`config.mk`:
```
export PLATFORM = sky130hd
export DESIGN_NAME = mem_port_arbiter
export DESIGN_NICKNAME = d
export VERILOG_FILES = /design/src/rtl/y86_mem_pkg.sv /design/src/rtl/arb_timeout_ctr.sv /design/src/rtl/mem_port_arbiter.sv
export SDC_FILE = /design/constraint.sdc
export NUM_CORES = 1
export LEC_CHECK = 0
export BUFFER_PORTS_ARGS = -buffer_cell sky130_fd_sc_hd__buf_4
export CORE_AREA = 2 2 210 212
export CTS_BUF_LIST = sky130_fd_sc_hd__clkbuf_2 sky130_fd_sc_hd__clkbuf_4 sky130_fd_sc_hd__clkbuf_8
export CTS_CLUSTER_SIZE = 25
export DETAILED_ROUTE_END_ITERATION = 8
export DIE_AREA = 0 0 212 214
export PLACE_DENSITY = 0.66
export SLEW_MARGIN = 20
export SYNTH_ARGS = -nofsm -noshare
export SYNTH_HDL_FRONTEND = slang
export SYNTH_SLANG_ARGS = --single-unit
export TNS_END_PERCENT = 50
```
`constraint.sdc`:
```
create_clock -name clk -period 9.6 [get_ports clk]
set_input_delay 1.44 -clock clk [delete_from_list [all_inputs] [get_ports clk]]
set_output_delay 1.44 -clock clk [all_outputs]
set_load 0.03 [all_outputs]
```
`src/rtl/y86_mem_pkg.sv`:
```
// Shared definitions for the unified memory port arbiter: FSM state
// encoding, default memory size, status codes and the address range check.
package y86_mem_pkg;

   localparam int MEM_BYTES_DEFAULT = 1024;

   // Status codes shared with the rest of the Y86 pipeline.
   localparam logic [3:0] STAT_AOK = 4'b1000;
   localparam logic [3:0] STAT_ADR = 4'b0010;

   typedef enum logic [2:0] {
      IDLE    = 3'd0,
      D_ACC   = 3'd1,
      F_BEAT0 = 3'd2,
      F_BEAT1 = 3'd3,
      RESP    = 3'd4
   } arb_state_e;

   // True when the last byte of an access (addr + span) lies at or below
   // last_byte. Done in 65 bits so an address near 2^64 cannot wrap into range.
   function automatic logic in_range(input logic [63:0] addr,
                                     input logic [64:0] span,
                                     input logic [64:0] last_byte);
      return (({1'b0, addr} + span) <= last_byte);
   endfunction

endpackage

```
`src/rtl/arb_timeout_ctr.sv`:
```
// Per-beat wait counter: counts cycles spent waiting for a memory
// acknowledge and flags when the wait limit has been used up.
module arb_timeout_ctr #(
   parameter int LIMIT = 16
) (
   input  logic clk,
   input  logic rst_n,
   input  logic clear,
   input  logic enable,
   output logic expired
);

   localparam int CW = ($clog2(LIMIT + 1) < 1) ? 1 : $clog2(LIMIT + 1);

   logic [CW-1:0] cnt_r;

   // Wait-cycle count; clear wins over enable, and the count parks at the limit.
   always_ff @(posedge clk or negedge rst_n) begin
      if (!rst_n) begin
         cnt_r <= '0;
      end else if (clear) begin
         cnt_r <= '0;
      end else if (enable && (cnt_r != CW'(LIMIT - 1))) begin
         cnt_r <= cnt_r + CW'(1);
      end else begin
         cnt_r <= cnt_r;
      end
   end

   // The current cycle is the last one allowed without an acknowledge.
   assign expired = (cnt_r == CW'(LIMIT - 1));

endmodule

```
`src/rtl/mem_port_arbiter.sv`:
```
// Arbitrates a fetch port (10-byte instruction, two memory beats) and a
// data port (one 8-byte beat) onto a single memory interface, with
// starvation protection for fetch, range checking and per-beat timeout.
module mem_port_arbiter
   import y86_mem_pkg::*;
#(
   parameter int MEM_BYTES  = MEM_BYTES_DEFAULT,
   parameter int STARVE_MAX = 4,
   parameter int TIMEOUT    = 16
) (
   input  logic        clk,
   input  logic        rst_n,
   input  logic        f_req,
   input  logic [63:0] f_addr,
   output logic        f_done,
   output logic [79:0] f_instr,
   output logic        f_err,
   input  logic        d_req,
   input  logic        d_we,
   input  logic [63:0] d_addr,
   input  logic [63:0] d_wdata,
   output logic        d_done,
   output logic [63:0] d_rdata,
   output logic        d_err,
   output logic        mem_req,
   output logic        mem_we,
   output logic [63:0] mem_addr,
   output logic [63:0] mem_wdata,
   input  logic [63:0] mem_rdata,
   input  logic        mem_ack,
   output logic        busy
);

   localparam int SW = ($clog2(STARVE_MAX + 1) < 1) ? 1 : $clog2(STARVE_MAX + 1);
   localparam logic [64:0] MEM_LAST = 65'(MEM_BYTES) - 65'd1;

   arb_state_e    state_r;
   arb_state_e    state_next;
   logic [SW-1:0] starve_r;
   logic          is_fetch_r;
   logic [63:0]   beat0_r;

   logic f_ok_s;
   logic d_ok_s;
   logic take_d_s;
   logic take_f_s;
   logic fin_s;
   logic fin_err_s;
   logic fin_fetch_s;
   logic in_beat_s;
   logic expired_s;

   assign f_ok_s    = in_range(f_addr, 65'd9, MEM_LAST);
   assign d_ok_s    = in_range(d_addr, 65'd7, MEM_LAST);
   assign in_beat_s = (state_r == D_ACC) || (state_r == F_BEAT0) || (state_r == F_BEAT1);

   arb_timeout_ctr #(
      .LIMIT(TIMEOUT)
   ) u_timeout (
      .clk    (clk),
      .rst_n  (rst_n),
      .clear  (!in_beat_s || mem_ack),
      .enable (in_beat_s && !mem_ack),
      .expired(expired_s)
   );

   // FSM state register.
   always_ff @(posedge clk or negedge rst_n) begin
      if (!rst_n) begin
         state_r <= IDLE;
      end else begin
         state_r <= state_next;
      end
   end

   // Next state, arbitration decision and completion events.
   always_comb begin
      state_next  = state_r;
      take_d_s    = 1'b0;
      take_f_s    = 1'b0;
      fin_s       = 1'b0;
      fin_err_s   = 1'b0;
      fin_fetch_s = is_fetch_r;
      case (state_r)
         IDLE: begin
            if (d_req && (!f_req || (starve_r != SW'(STARVE_MAX)))) begin
               take_d_s    = 1'b1;
               fin_fetch_s = 1'b0;
               if (d_ok_s) begin
                  state_next = D_ACC;
               end else begin
                  state_next = RESP;
                  fin_s      = 1'b1;
                  fin_err_s  = 1'b1;
               end
            end else if (f_req) begin
               take_f_s    = 1'b1;
               fin_fetch_s = 1'b1;
               if (f_ok_s) begin
                  state_next = F_BEAT0;
               end else begin
                  state_next = RESP;
                  fin_s      = 1'b1;
                  fin_err_s  = 1'b1;
               end
            end else begin
               state_next = IDLE;
            end
         end
         D_ACC, F_BEAT1: begin
            if (mem_ack) begin
               state_next = RESP;
               fin_s      = 1'b1;
            end else if (expired_s) begin
               state_next = RESP;
               fin_s      = 1'b1;
               fin_err_s  = 1'b1;
            end else begin
               state_next = state_r;
            end
         end
         F_BEAT0: begin
            if (mem_ack) begin
               state_next = F_BEAT1;
            end else if (expired_s) begin
               state_next = RESP;
               fin_s      = 1'b1;
               fin_err_s  = 1'b1;
            end else begin
               state_next = F_BEAT0;
            end
         end
         RESP: begin
            state_next = IDLE;
         end
         default: begin
            state_next = IDLE;
         end
      endcase
   end

   // Starvation counter and record of which requester owns the transaction.
   always_ff @(posedge clk or negedge rst_n) begin
      if (!rst_n) begin
         starve_r   <= '0;
         is_fetch_r <= 1'b0;
      end else if (take_f_s) begin
         starve_r   <= '0;
         is_fetch_r <= 1'b1;
      end else if (take_d_s) begin
         is_fetch_r <= 1'b0;
         if (f_req && (starve_r != SW'(STARVE_MAX))) begin
            starve_r <= starve_r + SW'(1);
         end else begin
            starve_r <= starve_r;
         end
      end else begin
         starve_r   <= starve_r;
         is_fetch_r <= is_fetch_r;
      end
   end

   // Memory port: fields are captured at grant and held until the access ends.
   always_ff @(posedge clk or negedge rst_n) begin
      if (!rst_n) begin
         mem_req   <= 1'b0;
         mem_we    <= 1'b0;
         mem_addr  <= 64'd0;
         mem_wdata <= 64'd0;
      end else if (take_d_s && d_ok_s) begin
         mem_req   <= 1'b1;
         mem_we    <= d_we;
         mem_addr  <= d_addr;
         mem_wdata <= d_wdata;
      end else if (take_f_s && f_ok_s) begin
         mem_req   <= 1'b1;
         mem_we    <= 1'b0;
         mem_addr  <= f_addr;
         mem_wdata <= 64'd0;
      end else if ((state_r == F_BEAT0) && mem_ack) begin
         mem_addr  <= mem_addr + 64'd8;
      end else if (fin_s) begin
         mem_req   <= 1'b0;
         mem_we    <= 1'b0;
         mem_addr  <= 64'd0;
         mem_wdata <= 64'd0;
      end else begin
         mem_req   <= mem_req;
      end
   end

   // First fetch beat is kept until the second beat completes the instruction.
   always_ff @(posedge clk or negedge rst_n) begin
      if (!rst_n) begin
         beat0_r <= 64'd0;
      end else if ((state_r == F_BEAT0) && mem_ack) begin
         beat0_r <= mem_rdata;
      end else begin
         beat0_r <= beat0_r;
      end
   end

   // Completion pulses and response data; data is held until the next
   // completion of the same requester and forced to zero on error.
   always_ff @(posedge clk or negedge rst_n) begin
      if (!rst_n) begin
         f_done  <= 1'b0;
         f_err   <= 1'b0;
         f_instr <= 80'd0;
         d_done  <= 1'b0;
         d_err   <= 1'b0;
         d_rdata <= 64'd0;
      end else begin
         f_done <= 1'b0;
         f_err  <= 1'b0;
         d_done <= 1'b0;
         d_err  <= 1'b0;
         if (fin_s && fin_fetch_s) begin
            f_done  <= 1'b1;
            f_err   <= fin_err_s;
            f_instr <= fin_err_s ? 80'd0 : {beat0_r, mem_rdata[63:48]};
         end else if (fin_s) begin
            d_done  <= 1'b1;
            d_err   <= fin_err_s;
            d_rdata <= fin_err_s ? 64'd0 : mem_rdata;
         end else begin
            f_instr <= f_instr;
            d_rdata <= d_rdata;
         end
      end
   end

   // Busy mirrors "not IDLE" for the cycle the state register will hold.
   always_ff @(posedge clk or negedge rst_n) begin
      if (!rst_n) begin
         busy <= 1'b0;
      end else begin
         busy <= (state_next != IDLE);
      end
   end

endmodule

```
---- Yosys cells after proc, flatten, opt, wreduce, memory -nomap -nowiden ----
Index checks and enable logic that the tools add are counted.
storage, ports and cells
  input bits .............................. 262
  flip-flop bits (word level) ............. 355
  word-level logic and storage cells ...... 112
  output and inout port bits .............. 279
operators by class
  add/subtract/negate cells ............... 5
  eq/ne operators ......................... 7
  multiplexer cells ....................... 54
  magnitude comparators ................... 2
  reductions and logical operators ........ 27
  bitwise operators ....................... 1
operator list
  operator                 number
  $mux W64                 8
  $le A65 B10 Y1 const B   2
  $mux W80                 1
  $add A64 B3 Y65 const B  1
  $add A64 B4 Y65 const B  1
  $add A64 B4 Y64 const B  1
  $mux W3                  11
  $mux W1                  29
  $mux W5                  2
  $pmux W3 S3              1
  $logic_and A1 B1 Y1      8
  $eq A3 B2 Y1 const B     2
  $ne A3 B3 Y1 const B     2
  $reduce_and A2 Y1        3
  $reduce_bool A2 Y1       3
  $reduce_bool A3 Y1       2
  $add A5 B1 Y5 const B    1
  $eq A5 B4 Y1 const B     1
  $ne A5 B4 Y1 const B     1
  $logic_or A1 B1 Y1       4
  $reduce_bool A4 Y1       1
  $add A3 B1 Y3 const B    1
  $eq A3 B1 Y1 const B     1
  $logic_not A1 Y1         3
  6 further kinds          6

---- Depth between registers and ports, before layout ----
Gate-level depths: netlist of the first run.
  depth after elaboration ................. 10
  mapped depth ............................ 14
  mapped depth without buffers ............ 12

---- By module ----
Synthesis of the first run repeated with hierarchy kept, for this count alone.
second synthesis, totals
  cell total of the unflattened synthesis .. 1,936
  area, all modules ....................... 18,910.6 µm²
by module, submodules not included
  module            area each (µm²)  cells each  times used  sequential area each (µm²)
  mem_port_arbiter  18,650.4         1,913       1           8,758.4
  arb_timeout_ctr   260.2            23          1           125.1

---- Worst setup path before layout of the first run ----
OpenSTA, ideal clock, no wires.
  path kind ............................... in2reg
  from .................................... in d_addr[0]
  to ...................................... reg busy
  path buffers ............................ 0
  library setup time ...................... 127 ps
  cell stages on the path ................. 12
  required time ........................... 9,473 ps
  data arrival time ....................... 4,560 ps
  path slack .............................. 4,913 ps
  cell sequence ........................... inv_1 -> ha_1 -> nor2b_1 -> or4_4 -> o31ai_1 -> o211ai_1 -> or3_1 -> or4b_4 -> nor4_4 -> a31oi_1 -> or3_1 -> nand3b_1
on the way
  longest elaborated chain between the ends .. 6
ends and longest elaborated chain
  item                  line                     source
  start, declared       mem_port_arbiter.sv:20   input logic [63:0] d_addr,
  $add A64 B3 Y65       y86_mem_pkg.sv:24        return (({1'b0, addr} + span) <= last_byte);
  $le A65 B10 Y1        y86_mem_pkg.sv:24
  $mux W3               mem_port_arbiter.sv:89   if (d_ok_s) begin
  $mux W3               mem_port_arbiter.sv:86   if (d_req && (!f_req || (starve_r != SW'(STARVE_MAX)))) begin
  $pmux W3 S3           mem_port_arbiter.sv:84   case (state_r)
  via state_next[2]     mem_port_arbiter.sv:38   arb_state_e state_next;
  $reduce_bool A3 Y1    mem_port_arbiter.sv:238  busy <= (state_next != IDLE);
  end signal, assigned  mem_port_arbiter.sv:238
  end, declared         mem_port_arbiter.sv:31   output logic busy
The timed path passes the listed nets, and every way through them passes these cells.
A chain may end at the register's enable or synchronous reset.

---- Final worst setup path of the first run ----
  from .................................... in f_addr[12]
  to ...................................... reg f_instr[56]
on the way
  longest elaborated chain between the ends .. 7
  elaborated cells between the ends (all ways) .. 9
  classes of those cells .................. 1 x add/sub; 1 x order compare; 6 x mux; 1 x reduce/logical
ends and longest elaborated chain
  item                                             line                                              source
  start, declared                                  mem_port_arbiter.sv:14                            input logic [63:0] f_addr,
  $add A64 B4 Y65 (*)                              y86_mem_pkg.sv:24
  $le A65 B10 Y1 (*)                               y86_mem_pkg.sv:24
  $mux W1 (*)                                      mem_port_arbiter.sv:99                            if (f_ok_s) begin
  $mux W1 (*)                                      mem_port_arbiter.sv:96                            end else if (f_req) begin
  $mux W1 (*)                                      mem_port_arbiter.sv:86
  $pmux W1 S2 or $pmux W1 S3 (tied branches)       mem_port_arbiter.sv:84
  $mux W80 or $logic_and A1 B1 Y1 (tied branches)  mem_port_arbiter.sv:221, mem_port_arbiter.sv:218
  end signal, assigned                             mem_port_arbiter.sv:221                           f_instr <= fin_err_s ? 80'd0 : {beat0_r, mem_rdata[63:48]};
  end signal, assigned                             mem_port_arbiter.sv:227                           f_instr <= f_instr;
  end, declared                                    mem_port_arbiter.sv:16                            output logic [79:0] f_instr,
Every way passes the cells marked *; elsewhere a longest branch is shown, timed or not.

==> flow_metrics.tcl, run 1 <==
set metrics [dict create \
    status "complete, no violations" \
    rows 76 \
    grt.overflow.total 0 \
    power_leakage_nw 11.3 \
    gp_congestion 0.954 \
    hold_viol_final 0 \
    synthFlopType "dfrtp_1" \
    finalNonFillerCells 2937 \
    relSlewSlack_pct 32.0 \
    crit_type "in2reg" \
    crit_family "simple AND/OR/NAND/NOR gates" \
    clk_path_buf_depth 3 \
    first_iter_violations 1521 \
    cpMaxStageDelayCell "nor4_2" \
    areaGrowthSynthToFinish_pct 32.4 \
    start_kind "input pin" \
    synth-seq-cells 355 \
    die_w_um 212 \
    tightest_slew_ps 1020 \
    seq_area_frac_synth_pct 50.8 \
    crit_chain "buf_4, nand4_1, nor4_2, a21boi_0, o32a_1, or4_1, nor4_2, nand4_1, and2_1, a21oi_4, buf_4, a22o_1" \
    initial_utilization_pct 40.8 \
    dr.pass1.iters 5 \
    drt-wirelength-per-cell_um 20.5 \
    p_per_area_mw_per_mm2 139 \
    async_reset_ff_share_pct 100 \
    avgSynthCellArea_um2 9.74 \
    vias_per_cell 5.74 \
    top_level_ports 541 \
    crit_path_end_kind "flop" \
    grt_pass1_wl_um 93200 \
    tritoncts "done" \
    hp-class "reg2reg" \
    clkLatencyLatePin_ps 630 \
    cts-root-buf "clkbuf_8" \
    nNetsFinal 2581 \
    layout_commonest_cell "buf_4" \
    comb_power_share_pct 10.9 \
    grt_pass1_vias 16300 \
    post-place-ws_ps 3760 \
    synth-edff-count 0 \
    route.detailed.drc 0 \
    cts-buffers-inserted 58 \
    n_fill_cell 3884 \
    min_period_ps 5240 \
    htree_levels 2 \
    peakVddDrop_uv 82.8 \
    cts_hold_buf 0 \
    timing.final.ws_setup_ps 4360 \
    p_seq_share_pct 47.0 \
    required_ps 10160 \
    max_cap_violations 0 \
    final_cell_mix "buf_4 (554), dfrtp_1 (355), nand2_1 (309)" \
    ys_warn_count 0 \
    intPower_w 0.00238 \
    ys_top_cells_by_area "dfrtp_1 (51%), a22o_1 (10%), nand2_1 (6.6%), nand4_1 (3.1%), o21ai_0 (3.1%)" \
    antenna_left 0 \
    die-area_mm2 0.0454 \
    place.port_buffers 540 \
    synth_area_mm2 0.0175 \
    die_y_um 214 \
    syn-num-nets 2068 \
    fmax_mhz 191 \
    core_mm2 0.0429 \
    rsz0062_at_grt "no" \
    slowest_delay_ps 720 \
    finalSetupViolCount 0 \
    grt.total_usage_pct 25.8 \
    drive_gt1_share_pct 29.6 \
    grt_max_degree 163 \
    post_cts_resized 0 \
    fin_tns_setup_ps 0 \
    finClkSkew_ps 18.0 \
    cts.sinks 355 \
    antenna_found_initial 2 \
    routed_wl_um 60300 \
    vias 16900 \
    switchingPower_w 0.000833 \
    path_clk_slew_ps 60 \
    path_buf_inv 2 \
    maxSlewViolCount 0 \
    yosysTopAreaCell "dfrtp_1" \
    dp_cells 2835 \
    postCtsSetupBuffers 0 \
    switching_share_pct 25.9 \
    fin_crit_sh_pct 54.6 \
    synth_cells 1797 \
    synth_top_area_share_pct 50.8 \
    p_clk_share_pct 42.2 \
    arrival_ps 5800 \
    crit_fanout 82 \
    dp_hpwl_um 44300 \
    netlist-cell-type-count 75 \
]
sequential cells by signal, summed over array words and instances (netlist names), 3 cells and up:
register	cells
mem_wdata	64
f_instr	80
d_rdata	64
beat0_r	64
starve_r	3
state_r	3
u_timeout.cnt_r	5
mem_addr	64
final cells by class:
type                       count  area (µm²)  area share [%]
sequential                   355        8880            38.4
multi-input combinational   1307        8020            34.6
timing repair buffer         556        4190            18.1
clock inverter                 9        67.6           0.292
clock buffer                  92        1150            4.95
tap                          585         732            3.16
inverter                      32         120           0.519
antenna                        1        2.50          0.0108
cells by family after synthesis:
| group | count (synthesis) | share of synthesized area (%) |
|---|---|---|
| simple gates | 762 | 21.6 |
| flops | 355 | 50.8 |
| xor+xnor | 39 | 1.95 |
| buf+inv | 135 | 3.72 |
| compound gates | 479 | 20.2 |
| fa+ha+maj | 9 | 0.643 |
| mux | 18 | 1.07 |
worst reg2reg max path: cells and delay by family, from the launching register on:
| family | cells | cell delay [ps] |
|---|---|---|
| flip-flops | 1 | 430 |
| AO/OA/AOI/OAI | 3 | 410 |
| AND/OR/NAND/NOR | 7 | 2660 |
power groups by stage:
stage               combinational (W)  clock (W)  sequential [W]
global placement             0.000346          0         0.00154
finish                       0.000349    0.00136         0.00151
detailed placement           0.000350          0         0.00154
global route                 0.000381    0.00147         0.00151
CTS                          0.000350    0.00140         0.00151
floorplan                    0.000141          0         0.00154
final timing paths:
kind / cells past startpoint / slack, ps / end / startpoint
min: 2 / 470 / beat0_r[53]$_DFFE_PN0P_ / beat0_r[53]$_DFFE_PN0P_
max reg2reg: 10 / 5980 / mem_addr[60]$_DFFE_PN0P_ / mem_addr[5]$_DFFE_PN0P_
max: 12 / 4360 / f_instr[56]$_DFFE_PN0N_ / f_addr[12]
min in group asynchronous: 1 / 750 / d_rdata[2]$_DFFE_PN0P_ / rst_n
max in group asynchronous: 3 / 6800 / mem_wdata[18]$_DFFE_PN0P_ / rst_n
min reg2reg: 2 / 470 / beat0_r[53]$_DFFE_PN0P_ / beat0_r[53]$_DFFE_PN0P_
metrics by stage:
| step | utilization (%) | hold slack [ps] | power (W) | area (µm²) |
|---|---|---|---|---|
| 4_1_cts | 54.0 | 477 | 0.00326 | 23100 |
| 2_1_floorplan | - | 446 | 0.00168 | 17500 |
| 3_3_place_gp | 51.1 | 458 | 0.00188 | 21900 |
| 5_1_grt | 54.0 | 490 | 0.00336 | 23200 |
| 3_5_place_dp | 51.1 | 463 | 0.00189 | 21900 |
| 6_report | 54.0 | 472 | 0.00322 | 23200 |
metal layers:
metal | vias up | global-route usage (%) | wire length, µm
met1 | 8266 | 33.3 | 24500
li1 | 7760 | - | -
met4 | 2 | 9.48 | 1810
met3 | 117 | 5.54 | 4890
met2 | 707 | 42.4 | 29100
met5 | - | 0 | 14
synthesized netlist by cell type (all sizes together) (21+ instances only):
master / number
nand2: 309
clkbuf: 76
inv: 32
and3: 36
dfrtp: 355
a22o: 209
a21oi: 45
nor2: 92
o21ai: 110
nor3: 40
buf: 27
xor2: 21
a31oi: 27
nand4: 88
nor4: 45
nand3: 74
(Power assumes the default switching activity.)
==> inputs of run 2 (changes only) <==
--- a/config.mk
+++ b/config.mk
@@ -6,12 +6,12 @@
 export NUM_CORES = 1
 export LEC_CHECK = 0
 export BUFFER_PORTS_ARGS = -buffer_cell sky130_fd_sc_hd__buf_4
-export CORE_AREA = 2 2 210 212
+export CORE_AREA = 2 2 208 210
 export CTS_BUF_LIST = sky130_fd_sc_hd__clkbuf_2 sky130_fd_sc_hd__clkbuf_4 sky130_fd_sc_hd__clkbuf_8
 export CTS_CLUSTER_SIZE = 25
 export DETAILED_ROUTE_END_ITERATION = 8
-export DIE_AREA = 0 0 212 214
-export PLACE_DENSITY = 0.66
+export DIE_AREA = 0 0 210 212
+export PLACE_DENSITY = 0.67
 export SLEW_MARGIN = 20
 export SYNTH_ARGS = -nofsm -noshare
 export SYNTH_HDL_FRONTEND = slang
==> constraint.sdc (replaced) <==
create_clock -name clk -period 4.97 [get_ports clk]
set_input_delay 0.7455 -clock clk [delete_from_list [all_inputs] [get_ports clk]]
set_output_delay 0.7455 -clock clk [all_outputs]
set_load 0.03 [all_outputs]
==> run 2 against run 1 <==
Net effect:
- final area rose by 1.3%
- largest cell class unchanged
- critical path type unchanged
- clock skew increased by 24 ps
- flip-flop and latch count did not move
- sequential share of layout area fell by 0.49 points
- wire length increased by 0.93%
- combinational power up 97%
==> flow_metrics.tcl, run 2 (synthesized netlist as in run 1, its figures left out) <==
set metrics [dict create \
    hp-class "in2async" \
    postCtsSetupBuffers 0 \
    htree_levels 2 \
    die_y_um 212 \
    finalSetupViolCount 0 \
    peakVddDrop_uv 155 \
    place.port_buffers 540 \
    dp_cells 2807 \
    crit_path_end_kind "flop" \
    antenna_found_initial 3 \
    tightest_slew_ps 1150 \
    slowest_delay_ps 520 \
    path_clk_slew_ps 60 \
    core_mm2 0.0425 \
    gp_congestion 0.922 \
    grt_pass1_vias 16300 \
    r2r-start "u_timeout.cnt_r[1]$_DFFE_PN0P_" \
    tritoncts "done" \
    clkLatencyLatePin_ps 660 \
    clk_path_buf_depth 3 \
    arrival_ps 4590 \
    initial_utilization_pct 41.2 \
    min_period_ps 4010 \
    grt.overflow.total 0 \
    nNetsFinal 2593 \
    start_kind "input pin" \
    crit_type "in2reg" \
    reg2reg_depth 9 \
    n_fill_cell 3820 \
    largest-register "f_instr" \
    grt_max_degree 127 \
    layout_commonest_cell "buf_4" \
    cpMaxStageDelayCell "nor3_1" \
    holdWs_ps 178 \
    die-area_mm2 0.0445 \
    finClkSkew_ps 41.8 \
    p_per_area_mw_per_mm2 283 \
    drive_gt1_share_pct 30.1 \
    routed_wl_um 60800 \
    first_iter_violations 1289 \
    relSlewSlack_pct 23.0 \
    rsz0062_at_grt "no" \
    startpoint "d_addr[0]" \
    crit_path_end "d_rdata[1]$_DFFE_PN0P_" \
    cts.sinks 355 \
    final_util_pct 55.2 \
    areaGrowthSynthToFinish_pct 34.1 \
    route.detailed.drc 0 \
    max_cap_violations 0 \
    vias_per_cell 5.80 \
    power_leakage_nw 11.5 \
    die_w_um 210 \
    crit_chain "buf_4, inv_1, ha_1, nor2b_1, nor3_1, nand4_1, o21ai_0, or4b_4, nor4_4, a31oi_1, a21oi_4, buf_12, a22o_1" \
    r2r_end "d_rdata[46]$_DFFE_PN0P_" \
    required_ps 5550 \
    cts-buffers-inserted 59 \
    crit_fanout 66 \
    cts_hold_buf 0 \
    largest_reg_flops 80 \
    fmax_mhz 250 \
    cts-root-buf "clkbuf_8" \
    rows 76 \
    drt-wirelength-per-cell_um 20.8 \
    finalNonFillerCells 2919 \
    fin_tns_setup_ps 0 \
    final_cell_mix "buf_4 (559), dfrtp_1 (355), nand2_1 (309)" \
    r2r_slack_ps 1100 \
    maxSlewViolCount 0 \
    fin_crit_sh_pct 80.6 \
    top_level_ports 541 \
    grt.total_usage_pct 26.4 \
    grt_pass1_wl_um 92700 \
    post_cts_resized 0 \
    antenna_left 0 \
    status "complete, no violations" \
    vias 16900 \
    dp_hpwl_um 44700 \
    dr.pass1.iters 5 \
    hold_viol_final 0 \
]
## run 2: changes by cell type in the layout (fill, tap and decap cells not counted), moves of 2 or more
cell / delta
buf_12: +6
buf_4: +5
bufinv_16: +5
clkbuf_4: -4
clkbuf_8: +5
clkinv_2: +3
clkinvlp_4: -2
diode_2: +2
## run 2: layer usage
layer | up-vias | part of all wire (%) | routed length, µm | global-route usage [%]
li1 | 7804 | - | - | -
met1 | 8212 | 42 | 25300 | 34.0
met2 | 762 | 47 | 28400 | 42.5
met3 | 150 | 7.3 | 4460 | 5.66
met4 | 0 | 4.5 | 2740 | 13.0
met5 | - | 0 | 0 | 0
## run 2: cell type report
cell class	instances	area, µm²	area share [%]
well taps	546	683	2.91
inverters	32	120	0.512
repair buffers	567	4350	18.5
multi-input cells	1307	8000	34.1
diodes	3	7.51	0.0320
flip-flops and latches	355	8880	37.9
clock buffers	93	1190	5.06
clock inverters	16	226	0.965
## run 2: how the worst min path moves through the flow
stage | from | to | slack, ps
final | rst_n | f_instr[7]$_DFFE_PN0N_ | 180
after global routing | rst_n | f_instr[7]$_DFFE_PN0N_ | 250
after CTS | rst_n | f_instr[7]$_DFFE_PN0N_ | 190
after detailed placement | beat0_r[9]$_DFFE_PN0P_ | beat0_r[9]$_DFFE_PN0P_ | 460
after global placement | beat0_r[35]$_DFFE_PN0P_ | beat0_r[35]$_DFFE_PN0P_ | 460
after floorplan | rst_n | beat0_r[0]$_DFFE_PN0P_ | 450
## run 2: through the flow
| step | power (W) | worst slack (ps) | instance area [µm²] |
|---|---|---|---|
| after floorplan | 0.00325 | 978 | 17500 |
| after global placement | 0.00365 | 433 | 22000 |
| after detailed placement | 0.00366 | 369 | 22000 |
| after CTS | 0.00671 | 1060 | 23500 |
| after global routing | 0.00689 | 587 | 23500 |
| final | 0.00663 | 962 | 23500 |
## run 2: power breakdown
part	switching, W	internal, W	total, W
combinational	0.000441	0.000248	0.000688
sequential	0.0000116	0.00291	0.00292
clock	0.00124	0.00179	0.00302
total	0.00169	0.00494	0.00663
## run 2: worst max-delay path: cells and delay by family
kind            cells  cell delay [ps]
simple gates        5             2030
compound gates      4             1030
buf+inv             3              440
fa+ha+maj           1              230
==> inputs of run 3 (changes only) <==
==> constraint.sdc (replaced) <==
create_clock -name clk -period 3.99 [get_ports clk]
set_input_delay 0.5985 -clock clk [delete_from_list [all_inputs] [get_ports clk]]
set_output_delay 0.5985 -clock clk [all_outputs]
set_load 0.03 [all_outputs]
==> run 3 against run 2 <==
Net effect:
- final area up 2.9%
- wire length increased by 1.5%
- largest cell class unchanged
- worst hold slack lost 180 ps
- first-iteration DRC count is 3.3% higher
- clock power increased by 14%
- largest power group is now sequential cells
- combinational power grew 34%
- critical endpoint is now d_err$_DFF_PN0_
- the flow now finishes with violations (negative hold slack)
- power up 20%
==> flow_metrics.tcl, run 3 (synthesized netlist as in run 1, its figures left out) <==
set metrics [dict create \
    status "finished with violations" \
    violations "negative hold slack" \
    finalSetupViolCount 0 \
    routed_wl_um 61800 \
    p_total_w 0.00799 \
    hold_viol_final 2 \
    grt_pass1_wl_um 94200 \
    grt_pass1_vias 16600 \
    start_kind "input pin" \
    fin_crit_sh_pct 94.3 \
    rows 76 \
    largest-register "f_instr" \
    r2r_slack_ps 600 \
    die_y_um 212 \
    tightest_slew_ps 966 \
    path_clk_slew_ps 60 \
    min_period_ps 3760 \
    required_ps 4490 \
    core_mm2 0.0425 \
    initial_utilization_pct 41.2 \
    hp-class "in2async" \
    gp_congestion 0.936 \
    top_level_ports 541 \
    rsz0062_at_grt "no" \
    crit_path_end_kind "flop" \
    postCtsSetupBuffers 0 \
    die-area_mm2 0.0445 \
    grt_max_degree 109 \
    r2r_end "mem_addr[59]$_DFFE_PN0P_" \
    cts_hold_buf 0 \
    arrival_ps 4260 \
    tritoncts "done" \
    finClkSkew_ps 23.4 \
    cts.sinks 355 \
    final_cell_mix "buf_4 (645), dfrtp_1 (355), nand2_1 (309)" \
    drt-wirelength-per-cell_um 20.5 \
    largest_reg_flops 80 \
    cts-buffers-inserted 59 \
    power_leakage_nw 11.9 \
    startpoint "f_addr[0]" \
    clkLatencyLatePin_ps 640 \
    fin_tns_setup_ps 0 \
    fmax_mhz 266 \
    finalNonFillerCells 3011 \
    cts-root-buf "clkbuf_8" \
    max_cap_violations 0 \
    areaGrowthSynthToFinish_pct 37.9 \
    vias 17300 \
    dr.pass1.iters 5 \
    antenna_left 0 \
    nNetsFinal 2687 \
    place.port_buffers 540 \
    dp_cells 2901 \
    grt.overflow.total 0 \
    route.detailed.drc 0 \
    drive_gt1_share_pct 32.7 \
    p_per_area_mw_per_mm2 331 \
    crit_type "in2reg" \
    layout_commonest_cell "buf_4" \
    stdcell_area_mm2 0.0241 \
    peakVddDrop_uv 242 \
    first_iter_violations 1331 \
    dp_hpwl_um 45800 \
    crit_fanout 6 \
    post-place-ws_ps -349 \
    die_w_um 210 \
    relSlewSlack_pct 35.0 \
    clk_path_buf_depth 3 \
    timing.final.ws_setup_ps 229 \
    vias_per_cell 5.75 \
    placed_area_mm2 0.0228 \
    r2r-start "mem_addr[3]$_DFFE_PN0P_" \
    grt.total_usage_pct 26.6 \
    holdWs_ps -5.60 \
    antenna_found_initial 6 \
    reg2reg_depth 12 \
    post_cts_resized 0 \
    maxSlewViolCount 0 \
    htree_levels 2 \
]
[run 3: worst max-delay path by stage]
stage | endpoint | slack, ps | cells after the start
5_1_grt | d_err$_DFF_PN0_ | 30 | 14
6_report | d_err$_DFF_PN0_ | 230 | 14
2_1_floorplan | busy$_DFF_PN0_ | 140 | 12
3_3_place_gp | d_err$_DFF_PN0_ | -240 | 14
4_1_cts | d_err$_DFF_PN0_ | 330 | 14
3_5_place_dp | d_err$_DFF_PN0_ | -350 | 14
[run 3: power breakdown]
part           switching (W)  internal [W]
clock                0.00149       0.00194
sequential         0.0000135       0.00362
combinational       0.000558      0.000361
total                0.00206       0.00592
[run 3: cell type report]
cell class / count / area, µm²
Multi-Input combinational cell: 1307 / 8000
Clock buffer: 97 / 1180
Inverter: 32 / 120
Fill cell: 3756 / 18400
Tap cell: 546 / 683
Timing Repair Buffer: 661 / 5160
Clock inverter: 10 / 95.1
Sequential cell: 355 / 8880
Antenna cell: 3 / 7.51
[run 3: stage by stage]
stage	hold slack, ps	utilization, %
global placement	458	53.8
floorplan	303	-
finish	-5.60	56.8
global route	36.3	56.8
CTS	3.21	56.8
detailed placement	463	53.8
[run 3: layer usage]
layer / part of all wire, % / global-route usage (%) / vias up / wire length (µm)
met1: 42 / 34.4 / 8538 / 25700
met3: 6.9 / 5.48 / 103 / 4260
met5: 0.078 / 0 / - / 48
li1: - / - / 7985 / -
met2: 49 / 44.6 / 688 / 30000
met4: 2.8 / 8.95 / 8 / 1710
[run 3: worst max-delay path, cell delays in order]
cell	delay, ps
buf_4	80
ha_1	190
a21oi_1	140
nor4_1	810
nand4_1	200
mux2_2	300
or4_1	410
nor4_2	320
nand4_1	170
buf_4	190
and2_1	210
buf_4	160
nor3b_1	370
nor2_1	70
